File: config.mk
export PLATFORM = sky130hd
export DESIGN_NAME = alarm_zone_ctrl
export DESIGN_NICKNAME = d
export VERILOG_FILES = /design/src/rtl/alarm_pkg.sv /design/src/rtl/alarm_debounce.sv /design/src/rtl/alarm_zone_ctrl.sv
export SDC_FILE = /design/constraint.sdc
export NUM_CORES = 1
export LEC_CHECK = 0
export BUFFER_PORTS_ARGS = -buffer_cell sky130_fd_sc_hd__buf_2
export CORE_ASPECT_RATIO = 1.5
export CORE_MARGIN = 2
export CORE_UTILIZATION = 40
export CTS_BUF_LIST = sky130_fd_sc_hd__clkbuf_8 sky130_fd_sc_hd__clkbuf_16
export CTS_CLUSTER_DIAMETER = 60
export DETAILED_ROUTE_END_ITERATION = 12
export SETUP_SLACK_MARGIN = 0.2
export SLEW_MARGIN = 20
export SYNTH_ARGS = -nofsm -noshare
export SYNTH_HDL_FRONTEND = slang
export SYNTH_SLANG_ARGS = --single-unit
File: constraint.sdc
create_clock -name clk -period 1.6 [get_ports clk]
set_input_delay 0.16 -clock clk [delete_from_list [all_inputs] [get_ports clk]]
set_output_delay 0.16 -clock clk [all_outputs]
set_load 0.02 [all_outputs]
File: src/rtl/alarm_pkg.sv
// Shared definitions for the multi-zone alarm controller: FSM state encoding
// and supported parameter ranges.
package alarm_pkg;

  typedef enum logic [1:0] {
    ST_OFF     = 2'd0,
    ST_NORMAL  = 2'd1,
    ST_PREVENT = 2'd2,
    ST_ALARM   = 2'd3
  } state_t;

  localparam int NZ_MIN  = 1;
  localparam int NZ_MAX  = 16;
  localparam int DEB_MIN = 1;
  localparam int DEB_MAX = 15;

endpackage

File: src/rtl/alarm_debounce.sv
// Saturating debounce counter: q asserts once DEB_CYC consecutive enabled
// samples have seen 'in' high; any low sample restarts the count.
module alarm_debounce #(
  parameter int DEB_CYC = 3
) (
  input  logic clk,
  input  logic reset,
  input  logic clr,
  input  logic en,
  input  logic in,
  output logic q
);

  localparam int W = $clog2(DEB_CYC + 1);
  localparam logic [W-1:0] MAX = W'(DEB_CYC);

  logic [W-1:0] cnt;

  always_ff @(posedge clk or posedge reset) begin
    if (reset)        cnt <= '0;
    else if (clr)     cnt <= '0;
    else if (en) begin
      if (!in)             cnt <= '0;
      else if (cnt != MAX) cnt <= cnt + W'(1);
    end
  end

  assign q = (cnt == MAX);

endmodule

File: src/rtl/alarm_zone_ctrl.sv
// Multi-zone alarm controller: round-robin zone scan with per-zone debounce,
// Moore FSM and actuator decode. Optional ALARM_EVT_CNT_EN adds an alarm-entry counter.
module alarm_zone_ctrl
  import alarm_pkg::*;
#(
  parameter int NZ      = 4,
  parameter int DEB_CYC = 3
) (
  input  logic          clk,
  input  logic          reset,
  input  logic [NZ-1:0] humoa,
  input  logic [NZ-1:0] humom,
  input  logic [NZ-1:0] glp,
  input  logic          fe,
  input  logic          apagsis,
  input  logic          ack,
  output logic          ledtb,
  output logic          ledprv,
  output logic [NZ-1:0] ext1,
  output logic          boc1,
  output logic          boc2,
  output logic          int_fe,
  output logic [1:0]    state,
  output logic [7:0]    evt_cnt
);

  localparam int PW = (NZ > 1) ? $clog2(NZ) : 1;

  logic [PW-1:0] ptr;
  logic [NZ-1:0] sev_q, prv_q, alm_mask;
  logic          fe_q, any_sev, warn;
  state_t        cur, nxt;

  always_ff @(posedge clk or posedge reset) begin
    if (reset)                       ptr <= '0;
    else if (apagsis)                ptr <= '0;
    else if (ptr == PW'(NZ - 1))     ptr <= '0;
    else                             ptr <= ptr + PW'(1);
  end

  for (genvar z = 0; z < NZ; z++) begin : g_zone
    logic en;
    assign en = (ptr == PW'(z));

    alarm_debounce #(.DEB_CYC(DEB_CYC)) u_sev (
      .clk(clk), .reset(reset), .clr(apagsis), .en(en),
      .in(humoa[z] | (humom[z] & glp[z])), .q(sev_q[z])
    );
    alarm_debounce #(.DEB_CYC(DEB_CYC)) u_prv (
      .clk(clk), .reset(reset), .clr(apagsis), .en(en),
      .in(humom[z] | glp[z]), .q(prv_q[z])
    );
  end

  // Power-fail is global, so it is sampled every cycle rather than scanned.
  alarm_debounce #(.DEB_CYC(DEB_CYC)) u_fe (
    .clk(clk), .reset(reset), .clr(apagsis), .en(1'b1), .in(fe), .q(fe_q)
  );

  assign any_sev = |sev_q;
  assign warn    = (|prv_q) | fe_q;

  always_ff @(posedge clk or posedge reset) begin
    if (reset) cur <= ST_NORMAL;
    else       cur <= nxt;
  end

  always_comb begin
    nxt = cur;
    if (apagsis) nxt = ST_OFF;
    else begin
      case (cur)
        ST_OFF:     nxt = ST_NORMAL;
        ST_NORMAL:  if (any_sev) nxt = ST_ALARM; else if (warn) nxt = ST_PREVENT;
        ST_PREVENT: if (any_sev) nxt = ST_ALARM; else if (!warn) nxt = ST_NORMAL;
        ST_ALARM:   if (ack && !any_sev) nxt = warn ? ST_PREVENT : ST_NORMAL;
        default:    nxt = ST_NORMAL;
      endcase
    end
  end

  // Zones that fired during this alarm stay flagged until the alarm is left.
  always_ff @(posedge clk or posedge reset) begin
    if (reset)                 alm_mask <= '0;
    else if (nxt != ST_ALARM)  alm_mask <= '0;
    else if (cur != ST_ALARM)  alm_mask <= sev_q;
    else                       alm_mask <= alm_mask | sev_q;
  end

`ifdef ALARM_EVT_CNT_EN
  always_ff @(posedge clk or posedge reset) begin
    if (reset)
      evt_cnt <= 8'h00;
    else if (nxt == ST_ALARM && cur != ST_ALARM && evt_cnt != 8'hFF)
      evt_cnt <= evt_cnt + 8'h01;
  end
`else
  assign evt_cnt = 8'h00;
`endif

  always_comb begin
    ledtb  = 1'b0;
    ledprv = 1'b0;
    ext1   = '0;
    boc1   = 1'b0;
    boc2   = 1'b0;
    int_fe = 1'b0;
    case (cur)
      ST_NORMAL: ledtb = 1'b1;
      ST_PREVENT: begin
        ledprv = 1'b1;
        ext1   = prv_q;
        int_fe = fe_q;
        if (fe_q && (|prv_q)) boc2 = 1'b1;
        else                  boc1 = 1'b1;
      end
      ST_ALARM: begin
        boc2   = 1'b1;
        ext1   = alm_mask | prv_q;
        int_fe = fe_q;
        ledprv = fe_q;
      end
      default: ;
    endcase
  end

  assign state = cur;

endmodule

==> results of run 1 <==
[synth_stat cells, drive strengths merged (2+ instances only)]
cell / instances / area share
a21o: 2 / 0.0087
a21oi: 23 / 0.067
a221o: 3 / 0.017
a22o: 4 / 0.020
a31oi: 4 / 0.014
and2: 6 / 0.022
buf: 12 / 0.070
clkbuf: 2 / 0.0043
dfrtp: 25 / 0.36
ha: 13 / 0.094
inv: 9 / 0.020
nand2: 10 / 0.022
nand2b: 3 / 0.011
nand3b: 3 / 0.013
nor2: 18 / 0.039
nor2b: 7 / 0.025
nor4b: 3 / 0.015
o21a: 3 / 0.013
o21ai: 11 / 0.032
or4: 5 / 0.026
[timing repair]
item                       CTS  global route
hold buffers                 1             0
hold endpoints to repair    25             0
resized for setup           31            40
pin swaps                   12            21
setup endpoints to repair   20            28
buffers inserted            13            14
[layer usage]
metal / vias to the layer above / share of wire / wire (um) / global-route usage
li1: 809 / - / - / -
met1: 792 / 0.40 / 1770 / 0.207
met2: 43 / 0.55 / 2430 / 0.308
met3: 4 / 0.030 / 133 / 0.0169
met4: 0 / 0.016 / 69 / 0.0571
met5: - / 0 / 0 / 0
[final cells by class]
type	instances	area, um^2	area share
Multi-Input combinational cell	143	1170	0.452
Sequential cell	26	652	0.252
Timing Repair Buffer	84	627	0.242
Tap cell	46	57.6	0.0222
Clock buffer	3	41.3	0.0159
Inverter	9	38.8	0.0150
Clock inverter	1	3.75	0.00145
[flip-flops by register name, summed over array words and instances, names as in the netlist]
name and flops:
alm_mask 4, g_zone.u_prv.cnt 8, g_zone.u_sev.cnt 8, ptr 2
state 2, u_fe.cnt 2
[metrics by stage]
stage / utilization / hold WS (ns) / std cells / total power [mW] / cell area [um^2]
final: 0.616 / 0.158 / 312 / 1.57 / 2590
after global routing: 0.616 / 0.171 / 312 / 1.66 / 2590
after CTS: 0.554 / 0.149 / 298 / 1.51 / 2330
after detailed placement: 0.490 / 0.242 / 280 / 1.07 / 2060
after global placement: 0.490 / 0.235 / 280 / 1.06 / 2060
after floorplan: - / 0.199 / 192 / 0.960 / 1780
[critical path: cells and delay by family (launching register included)]
| kind | cells | cell delay [ns] |
|---|---|---|
| buffers and inverters | 1 | 0.10 |
| flip-flops | 1 | 0.40 |
| AND/OR/NAND/NOR | 2 | 0.72 |
| AO/OA/AOI/OAI | 1 | 0.15 |
| adder cells (fa/ha/maj) | 1 | 0.20 |
[logic make-up after synthesis]
family	synth area share
adder cells (fa/ha/maj)	0.0941
AND/OR/NAND/NOR	0.201
AO/OA/AOI/OAI	0.221
flip-flops	0.377
multiplexers	0.00579
other	0.00217
buffers and inverters	0.0941
XOR/XNOR	0.00507
[report_power, final]
group | internal [mW] | total, mW | switching, mW
sequential | 0.697 | 0.724 | 0.0268
clock | 0.172 | 0.375 | 0.203
combinational | 0.238 | 0.470 | 0.232
total | 1.11 | 1.57 | 0.462
[how the worst max path moves through the flow]
stage                     slack [ns]            endpoint  cells after the start
after detailed placement       -0.12                boc1                      5
final                          -0.40                boc1                      5
after global routing           -0.44                boc1                      5
after global placement          -0.1                boc1                      5
after CTS                      -0.39                boc1                      5
after floorplan                0.006  state[1]$_DFF_PP0_                      4
==> load_flow_metrics.sql, run 1 <==
INSERT INTO impl_metrics (metric_group, metric, value, unit) VALUES
('critical_path', 'worstPathRequired', '1.44', 'ns'),
('critical_path', 'crit_path_start', 'g_zone[2].u_prv.cnt[0]$_DFFE_PP0P_', ''),
('synthesis', 'synth_area', '0.00173', 'mm^2'),
('status', 'run_status', 'finished, violations left', ''),
('drt', 'totalWireLength', '4400', 'um'),
('timing', 'fmax', '500', 'MHz'),
('clock_tree', 'clk-insertion-delay-late', '0.27', 'ns'),
('job', 'timing.max_cap.violations', '0', ''),
('clock_tree', 'clk_root_buffer_cell', 'sky130_fd_sc_hd__clkbuf_8', ''),
('hold_path', 'hold_end', 'u_fe.cnt[1]$_DFFE_PP0P_', ''),
('drt', 'first_iter_violations', '54', ''),
('power_and_ir_drop', 'power_per_cell_area', '605', 'mW/mm^2'),
('drt', 'drc_errors', '0', ''),
('hold_path', 'worst_hold_path_type', 'primary input to register', ''),
('timing', 'layout_setup_ws', '-0.400', 'ns'),
('clock_tree', 'clock_sink_count', '26', ''),
('grt', 'grt_pass1_wl', '6710', 'um'),
('cells_and_area', 'final_cell_mix', '53 x sky130_fd_sc_hd__buf_4, 25 x sky130_fd_sc_hd__dfrtp_1, 19 x sky130_fd_sc_hd__buf_2', ''),
('synthesis', 'ys_async_sr_fraction', '1.00', ''),
('status', 'failing_checks', 'negative setup slack', ''),
('floorplanning', 'row_count', '29', ''),
('critical_path', 'worstSetupEndpointType', 'output pin', ''),
('synthesis', 'post_synth_num_cell_types', '43', ''),
('cells_and_area', 'areaGrowthSynthToFinish', '49.9', '%'),
('synthesis', 'yosysSeqAreaShare', '0.377', ''),
('critical_path', 'r2r_end', 'state[1]$_DFF_PP0_', ''),
('critical_path', 'start_kind', 'register', ''),
('floorplanning', 'die_h', '84.5', 'um'),
('clock_tree', 'clkTransAtPathRegs', '0.09', 'ns'),
('power_and_ir_drop', 'cellLeakagePower', '1.21', 'nW'),
('critical_path', 'path_class', 'register to output pin', ''),
('critical_path', 'reg2regPathDepth', '6', ''),
('timing', 'total_negative_slack', '-1.63', 'ns'),
('floorplanning', 'die_span_in_x', '57.7', 'um'),
('hold_path', 'worst_hold_startpoint', 'fe', ''),
('critical_path', 'cp_arrival', '1.84', 'ns'),
('place', 'place.detailed.hpwl', '2710', 'um'),
('floorplanning', 'fp.dieArea', '0.00488', 'mm^2'),
('timing', 'worst-slew-pin-transition', '0.615', 'ns'),
('drt', 'num_vias', '1648', ''),
('floorplanning', 'pin_count', '36', ''),
('grt', 'grt_antenna_before_repair', '0', ''),
('critical_path', 'worst_r2r_setup_slack', '-0.39', 'ns'),
('timing', 'rsz0062_at_grt', 'yes', ''),
('grt', 'globalRouteTotalUtil', '0.171', ''),
('grt', 'number_of_global_route_vias_before_repair', '1558', ''),
('critical_path', 'slowest_stage', 'sky130_fd_sc_hd__or4_4', ''),
('grt', 'grt_start_max_net_pins', '28', ''),
('synthesis', 'synthesis.yosys.warnings', '0', ''),
('floorplanning', 'floorplan_core_area', '0.00421', 'mm^2'),
('cells_and_area', 'nFillCells', '374', ''),
('grt', 'grt.overflow.total', '0', ''),
('place', 'gp_congestion', '0.733', ''),
('synthesis', 'syn-mean-instance-area', '9.35', 'um^2'),
('place', 'placement.io_buffers', '27', ''),
('timing', 'finalClockSkew', '0.00461', 'ns'),
('timing', 'finalCriticalPeriod', '2.00', 'ns'),
('drt', 'antenna_violating_nets_post_route', '0', ''),
('hold_path', 'timing.hold.worst_path_depth', '3', ''),
('synthesis', 'synthCells', '185', ''),
('cells_and_area', 'antenna_cells_inserted', '0', ''),
('drt', 'detail_route.wl_per_cell', '14.1', 'um'),
('timing', 'finalHoldViolations', '0', ''),
('cells_and_area', 'layout.nets', '297', ''),
('timing', 'slew_viol_final', '0', ''),
('clock_tree', 'htree_levels', '1', ''),
('drt', 'firstDrtPassIters', '4', ''),
('cells_and_area', 'post_route_cells_drive_above_1_share', '0.526', ''),
('synthesis', 'synth_edf_count', '0', ''),
('timing', 'timing.final.setup_violations', '8', ''),
('power_and_ir_drop', 'irDropWorstVdd', '0.489', 'mV');
No activity file was read; power rests on OpenSTA's default activity.
==> run 2: changes to the inputs <==
BUFFER_PORTS_ARGS = -buffer_cell sky130_fd_sc_hd__buf_4   (was -buffer_cell sky130_fd_sc_hd__buf_2)
CTS_BUF_LIST = sky130_fd_sc_hd__clkbuf_8   (was sky130_fd_sc_hd__clkbuf_8 sky130_fd_sc_hd__clkbuf_16)
==> run 2 against run 1 <==
  * The run still ends with negative setup slack left
  * Worst hold slack got worse by 0.0066 ns
  * Final cell count shrank 3.8%
  * Non-clock buffer count decreased by 12
  * Wire length shrank 2.2%
  * Critical path type unchanged
  * Sequential cell count stayed put
  * Register-to-register slack gained 0.25 ns
  * Clock skew grew 0.0016 ns
  * Cell area fell by 1.6%
  * Largest power group unchanged
  * Fmax shrank 0.47%
==> load_flow_metrics.sql, run 2 (same netlist as run 1, synthesis figures left out) <==
INSERT INTO impl_metrics (metric_group, metric, value, unit) VALUES
('status', 'run_status', 'finished, violations left', ''),
('status', 'failing_checks', 'negative setup slack', ''),
('clock_tree', 'clk_path_buf_depth', '2', ''),
('cells_and_area', 'layout.nets', '285', ''),
('floorplanning', 'row_count', '29', ''),
('critical_path', 'worstSetupEndpointType', 'output pin', ''),
('cells_and_area', 'areaGrowthSynthToFinish', '47.4', '%'),
('grt', 'grt.overflow.total', '0', ''),
('clock_tree', 'htree_levels', '1', ''),
('grt', 'globalRouteTotalUtil', '0.180', ''),
('clock_tree', 'clock_sink_count', '26', ''),
('grt', 'grt_antenna_before_repair', '0', ''),
('critical_path', 'cp_max_fo', '4', ''),
('cells_and_area', 'final_cell_mix', '62 x sky130_fd_sc_hd__buf_4, 25 x sky130_fd_sc_hd__dfrtp_1, 17 x sky130_fd_sc_hd__nor2_1', ''),
('cells_and_area', 'design_area', '0.00255', 'mm^2'),
('cells_and_area', 'post_route_cells_drive_above_1_share', '0.488', ''),
('cells_and_area', 'regArea', '652', 'um^2'),
('timing', 'timing.final.setup_violations', '8', ''),
('power_and_ir_drop', 'irDropWorstVdd', '0.666', 'mV'),
('timing', 'final_min_period_over_clock_period', '1.26', ''),
('clock_tree', 'cts_tree', 'done', ''),
('critical_path', 'worstPathRequired', '1.44', 'ns'),
('clock_tree', 'clk_root_buffer_cell', 'sky130_fd_sc_hd__clkbuf_8', ''),
('clock_tree', 'clk-insertion-delay-late', '0.28', 'ns'),
('grt', 'grt_pass1_wl', '7020', 'um'),
('floorplanning', 'start_util', '0.411', ''),
('critical_path', 'start_kind', 'register', ''),
('cells_and_area', 'mostFrequentLayoutCell', 'sky130_fd_sc_hd__buf_4', ''),
('cells_and_area', 'reg.largest.list', 'g_zone.u_prv.cnt: 8 flops, g_zone.u_sev.cnt: 8 flops, alm_mask: 4 flops', ''),
('timing', 'finalHoldViolations', '0', ''),
('critical_path', 'cp_arrival', '1.85', 'ns'),
('drt', 'num_vias', '1603', ''),
('timing', 'rsz0062_at_grt', 'yes', ''),
('clock_tree', 'cts-buffers-inserted', '3', ''),
('cells_and_area', 'final_core_utilization', '0.606', ''),
('place', 'place.detailed.hpwl', '2990', 'um'),
('cells_and_area', 'antenna_cells_inserted', '0', ''),
('drt', 'drc_errors', '0', ''),
('floorplanning', 'pin_count', '36', ''),
('clock_tree', 'clkTransAtPathRegs', '0.09', 'ns'),
('timing', 'finalClockSkew', '0.00624', 'ns'),
('place', 'placement.io_buffers', '27', ''),
('place', 'placed_instance_area', '0.00211', 'mm^2'),
('critical_path', 'worst_r2r_setup_slack', '-0.14', 'ns'),
('drt', 'vias_per_cell', '5.34', ''),
('grt', 'number_of_global_route_vias_before_repair', '1606', ''),
('drt', 'totalWireLength', '4310', 'um'),
('grt', 'grt_start_max_net_pins', '31', ''),
('drt', 'antenna_violating_nets_post_route', '0', ''),
('drt', 'firstDrtPassIters', '4', ''),
('drt', 'first_iter_violations', '43', ''),
('floorplanning', 'fp.dieArea', '0.00488', 'mm^2'),
('critical_path', 'path_class', 'register to output pin', ''),
('timing', 'fmax', '498', 'MHz'),
('cells_and_area', 'nFillCells', '377', ''),
('floorplanning', 'die_span_in_x', '57.7', 'um'),
('power_and_ir_drop', 'finalPower', '1.73', 'mW'),
('timing', 'finalCriticalPeriod', '2.01', 'ns'),
('job', 'timing.max_cap.violations', '0', ''),
('cells_and_area', 'multi_input_area', '0.00115', 'mm^2'),
('drt', 'detail_route.wl_per_cell', '14.4', 'um'),
('power_and_ir_drop', 'cellLeakagePower', '1.17', 'nW'),
('hold_path', 'worst_hold_path_type', 'primary input to register', ''),
('place', 'gp_congestion', '0.713', ''),
('power_and_ir_drop', 'power_per_cell_area', '679', 'mW/mm^2'),
('timing', 'layout_setup_ws', '-0.410', 'ns'),
('floorplanning', 'die_h', '84.5', 'um'),
('timing', 'slew_viol_final', '0', ''),
('floorplanning', 'floorplan_core_area', '0.00421', 'mm^2');
[run 2: worst paths after layout]
check	from	endpoint	cells past startpoint
max in group asynchronous	reset	state[0]$_DFF_PP1_	4
min reg2reg	g_zone[0].u_sev.cnt[1]$_DFFE_PP0P_	g_zone[0].u_sev.cnt[1]$_DFFE_PP0P_	1
min	fe	u_fe.cnt[0]$_DFFE_PP0P_	3
min in group asynchronous	reset	g_zone[0].u_prv.cnt[1]$_DFFE_PP0P_	4
max reg2reg	g_zone[0].u_prv.cnt[1]$_DFFE_PP0P_	state[1]$_DFF_PP0_	4
max	g_zone[0].u_prv.cnt[1]$_DFFE_PP0P_	boc1	5
[run 2: metal layers]
layer / vias to the layer above / wire length [um] / track usage
met4: 0 / 54 / 0.0782
met3: 5 / 127 / 0.0247
met5: - / 0 / 0
met2: 27 / 2370 / 0.317
met1: 784 / 1760 / 0.213
li1: 787 / - / -
[run 2: area by class of cell]
class	count	share of cell area
multi-input cells	143	0.451
flip-flops and latches	26	0.256
repair buffers	72	0.228
well taps	46	0.0226
clock buffers	3	0.0162
inverters	9	0.0142
clock inverters	1	0.0118
[run 2: power by group]
| part | switching (mW) | internal, mW | leakage (nW) |
|---|---|---|---|
| combinational | 0.224 | 0.228 | 0.785 |
| sequential | 0.0288 | 0.697 | 0.351 |
| clock | 0.217 | 0.335 | 0.0357 |
| total | 0.470 | 1.26 | 1.17 |
[run 2: timing repair]
item / 4_1_cts / 5_1_grt
hold endpoints to repair: 25 / 0
setup buffers: 9 / 9
resized for setup: 25 / 27
hold buffers: 1 / 0
endpoints found under the setup margin: 21 / 24
pin swaps: 10 / 12
[run 2: critical path, cell delays in order (launching register included)]
cell and delay [ns]:
sky130_fd_sc_hd__dfrtp_1 0.40, sky130_fd_sc_hd__ha_2 0.19, sky130_fd_sc_hd__or4_4 0.58, sky130_fd_sc_hd__a21oi_4 0.15, sky130_fd_sc_hd__and2_4 0.15, sky130_fd_sc_hd__buf_6 0.10
[run 2: through the flow]
stage                     setup slack (ns)  hold WS, ns  TNS, ns  cells
after detailed placement            -0.100        0.244   -0.331    277
after global placement             -0.0810        0.241   -0.164    277
final                               -0.410        0.152    -1.36    300
after floorplan                    0.00641        0.199        0    192
after CTS                           -0.403        0.153   -0.973    291
after global routing                -0.469        0.175    -1.86    300
==> run 3: changes to the inputs <==
RECOVER_POWER = 100   (was unset)
==> run 3 against run 2 <==
  * The run still ends with negative setup slack left
  * Clock skew barely moved
  * First-iteration DRC count did not move
  * Sequential power barely moved
  * Fmax rose by 0.11%
  * Register-to-register slack barely moved
  * Final cell count did not move
  * Clock power barely moved
  * Cell area fell by 0.25%
  * Wire length rose by 0.12%
  * Sequential cell count did not move
  * Critical path depth did not move
  * Global-route usage did not move
  * Highest routed layer unchanged
==> load_flow_metrics.sql, run 3 (same netlist as run 1, synthesis figures left out) <==
INSERT INTO impl_metrics (metric_group, metric, value, unit) VALUES
('drt', 'num_vias', '1603', ''),
('drt', 'first_iter_violations', '43', ''),
('power_and_ir_drop', 'irDropWorstVdd', '0.666', 'mV'),
('timing', 'fmax', '498', 'MHz'),
('cells_and_area', 'areaGrowthSynthToFinish', '47.0', '%'),
('floorplanning', 'start_util', '0.411', ''),
('timing', 'layout_setup_ws', '-0.408', 'ns'),
('grt', 'globalRouteMet1Util', '0.213', ''),
('place', 'gp_congestion', '0.713', ''),
('grt', 'globalRouteTotalUtil', '0.180', ''),
('status', 'run_status', 'finished, violations left', ''),
('timing', 'finalClockSkew', '0.00618', 'ns'),
('grt', 'grt_pass1_wl', '7020', 'um'),
('power_and_ir_drop', 'power_per_cell_area', '679', 'mW/mm^2'),
('critical_path', 'start_kind', 'register', ''),
('cells_and_area', 'post_route_cells_drive_above_1_share', '0.480', ''),
('power_and_ir_drop', 'netSwitchingFraction', '0.272', ''),
('clock_tree', 'clkTransAtPathRegs', '0.09', 'ns'),
('clock_tree', 'clock_sink_count', '26', ''),
('grt', 'grt_antenna_before_repair', '0', ''),
('power_and_ir_drop', 'clock_power_share', '0.320', ''),
('grt', 'globalRouteMet3Util', '0.0247', ''),
('critical_path', 'worstSetupEndpointType', 'output pin', ''),
('critical_path', 'path_class', 'register to output pin', ''),
('clock_tree', 'htree_levels', '1', ''),
('floorplanning', 'row_count', '29', ''),
('floorplanning', 'fp.dieArea', '0.00488', 'mm^2'),
('drt', 'antenna_violating_nets_post_route', '0', ''),
('cells_and_area', 'layout.nets', '285', ''),
('clock_tree', 'cts_tree', 'done', ''),
('timing', 'finalHoldViolations', '0', ''),
('power_and_ir_drop', 'power_report.internal_total', '1.26', 'mW'),
('floorplanning', 'floorplan_core_area', '0.00421', 'mm^2'),
('status', 'failing_checks', 'negative setup slack', ''),
('timing', 'rsz0062_at_grt', 'yes', ''),
('timing', 'total_negative_slack', '-1.35', 'ns'),
('grt', 'grt_start_max_net_pins', '31', ''),
('drt', 'vias_per_cell', '5.34', ''),
('cells_and_area', 'regArea', '652', 'um^2'),
('drt', 'detail_route.wl_per_cell', '14.4', 'um'),
('hold_path', 'worst_hold_path_type', 'primary input to register', ''),
('floorplanning', 'die_h', '84.5', 'um'),
('cells_and_area', 'nFillCells', '380', ''),
('floorplanning', 'pin_count', '36', ''),
('timing', 'worst-slew-pin-transition', '0.658', 'ns'),
('clock_tree', 'cts-buffers-inserted', '3', ''),
('cells_and_area', 'multi_input_area', '0.00115', 'mm^2'),
('timing', 'worst_slew_margin_rel', '0.561', ''),
('timing', 'timing.final.setup_violations', '8', ''),
('timing', 'finalCriticalPeriod', '2.01', 'ns'),
('cells_and_area', 'mostFrequentLayoutCell', 'sky130_fd_sc_hd__buf_4', ''),
('cells_and_area', 'antenna_cells_inserted', '0', ''),
('cells_and_area', 'reg.largest.list', 'g_zone.u_prv.cnt: 8 flops, g_zone.u_sev.cnt: 8 flops, alm_mask: 4 flops', ''),
('clock_tree', 'clk_path_buf_depth', '2', ''),
('grt', 'grt.overflow.total', '0', ''),
('critical_path', 'cp_max_fo', '4', ''),
('grt', 'globalRouteMet2Util', '0.317', ''),
('floorplanning', 'die_span_in_x', '57.7', 'um'),
('cells_and_area', 'final_cell_mix', '58 x sky130_fd_sc_hd__buf_4, 25 x sky130_fd_sc_hd__dfrtp_1, 17 x sky130_fd_sc_hd__nor2_1', ''),
('power_and_ir_drop', 'finalPower', '1.73', 'mW'),
('drt', 'drc_errors', '0', ''),
('clock_tree', 'clk_root_buffer_cell', 'sky130_fd_sc_hd__clkbuf_8', ''),
('timing', 'final_min_period_over_clock_period', '1.25', ''),
('place', 'place.detailed.hpwl', '2990', 'um'),
('grt', 'number_of_global_route_vias_before_repair', '1606', ''),
('clock_tree', 'clk-insertion-delay-late', '0.28', 'ns'),
('grt', 'top_usage_layer', 'met2', ''),
('timing', 'slew_viol_final', '0', ''),
('power_and_ir_drop', 'psw', '0.469', 'mW'),
('power_and_ir_drop', 'combPwrFrac', '0.260', ''),
('job', 'timing.max_cap.violations', '0', ''),
('critical_path', 'cp_arrival', '1.85', 'ns'),
('place', 'placement.io_buffers', '27', ''),
('power_and_ir_drop', 'sequentialPowerShare', '0.420', ''),
('drt', 'totalWireLength', '4310', 'um'),
('critical_path', 'worstPathRequired', '1.44', 'ns'),
('power_and_ir_drop', 'cellLeakagePower', '1.17', 'nW'),
('drt', 'firstDrtPassIters', '4', '');
run 3: path summary, 6_finish.rpt:
kind	start	to	slack (ns)	depth (start not counted)
worst max-delay path	g_zone[0].u_prv.cnt[1]$_DFFE_PP0P_	boc1	-0.41	5
worst min-delay path	fe	u_fe.cnt[0]$_DFFE_PP0P_	0.15	3
worst max register to register	g_zone[0].u_prv.cnt[1]$_DFFE_PP0P_	state[1]$_DFF_PP0_	-0.14	4
worst min register to register	g_zone[0].u_sev.cnt[1]$_DFFE_PP0P_	g_zone[0].u_sev.cnt[1]$_DFFE_PP0P_	0.56	1
max in group asynchronous	reset	g_zone[2].u_prv.cnt[1]$_DFFE_PP0P_	0.58	4
min in group asynchronous	reset	g_zone[0].u_prv.cnt[1]$_DFFE_PP0P_	0.60	4
run 3: through the flow:
step                hold slack (ns)  setup WS (ns)  area (um^2)  utilization  std cells
floorplan                     0.199        0.00641         1780            -        192
global placement              0.241        -0.0810         2110        0.501        277
detailed placement            0.244         -0.100         2110        0.501        277
CTS                           0.153         -0.403         2370        0.564        291
global route                  0.175         -0.469         2540        0.604        300
finish                        0.152         -0.408         2540        0.604        300
run 3: power by group through the flow:
stage               clock (mW)  sequential (mW)  combinational, mW
finish                   0.552            0.725              0.449
global route             0.598            0.731              0.492
CTS                      0.564            0.725              0.402
detailed placement           0            0.742              0.340
global placement             0            0.738              0.322
floorplan                    0            0.742              0.218
run 3: cell type report:
class	instances	area share
timing repair buffer	72	0.226
inverter	9	0.0143
tap	46	0.0226
sequential	26	0.256
clock inverter	1	0.0118
clock buffer	3	0.0162
multi-input combinational	143	0.452
run 3: critical path, cell delays in order (launching register included):
cell	delay, ns
sky130_fd_sc_hd__dfrtp_1	0.39
sky130_fd_sc_hd__ha_2	0.19
sky130_fd_sc_hd__or4_4	0.58
sky130_fd_sc_hd__a21oi_4	0.15
sky130_fd_sc_hd__and2_4	0.15
sky130_fd_sc_hd__buf_6	0.10
run 3: layer usage:
metal / vias up / part of all wire
li1: 786 / -
met1: 785 / 0.41
met2: 27 / 0.55
met3: 5 / 0.029
met4: 0 / 0.013
met5: - / 0
run 3: timing repair:
action,in CTS,in global routing
buffers inserted,9,9
resized for setup,25,27
hold endpoints to repair,25,0
hold buffers,1,0
gates cloned,0,0
endpoints found under the setup margin,21,24
pin swaps,10,12
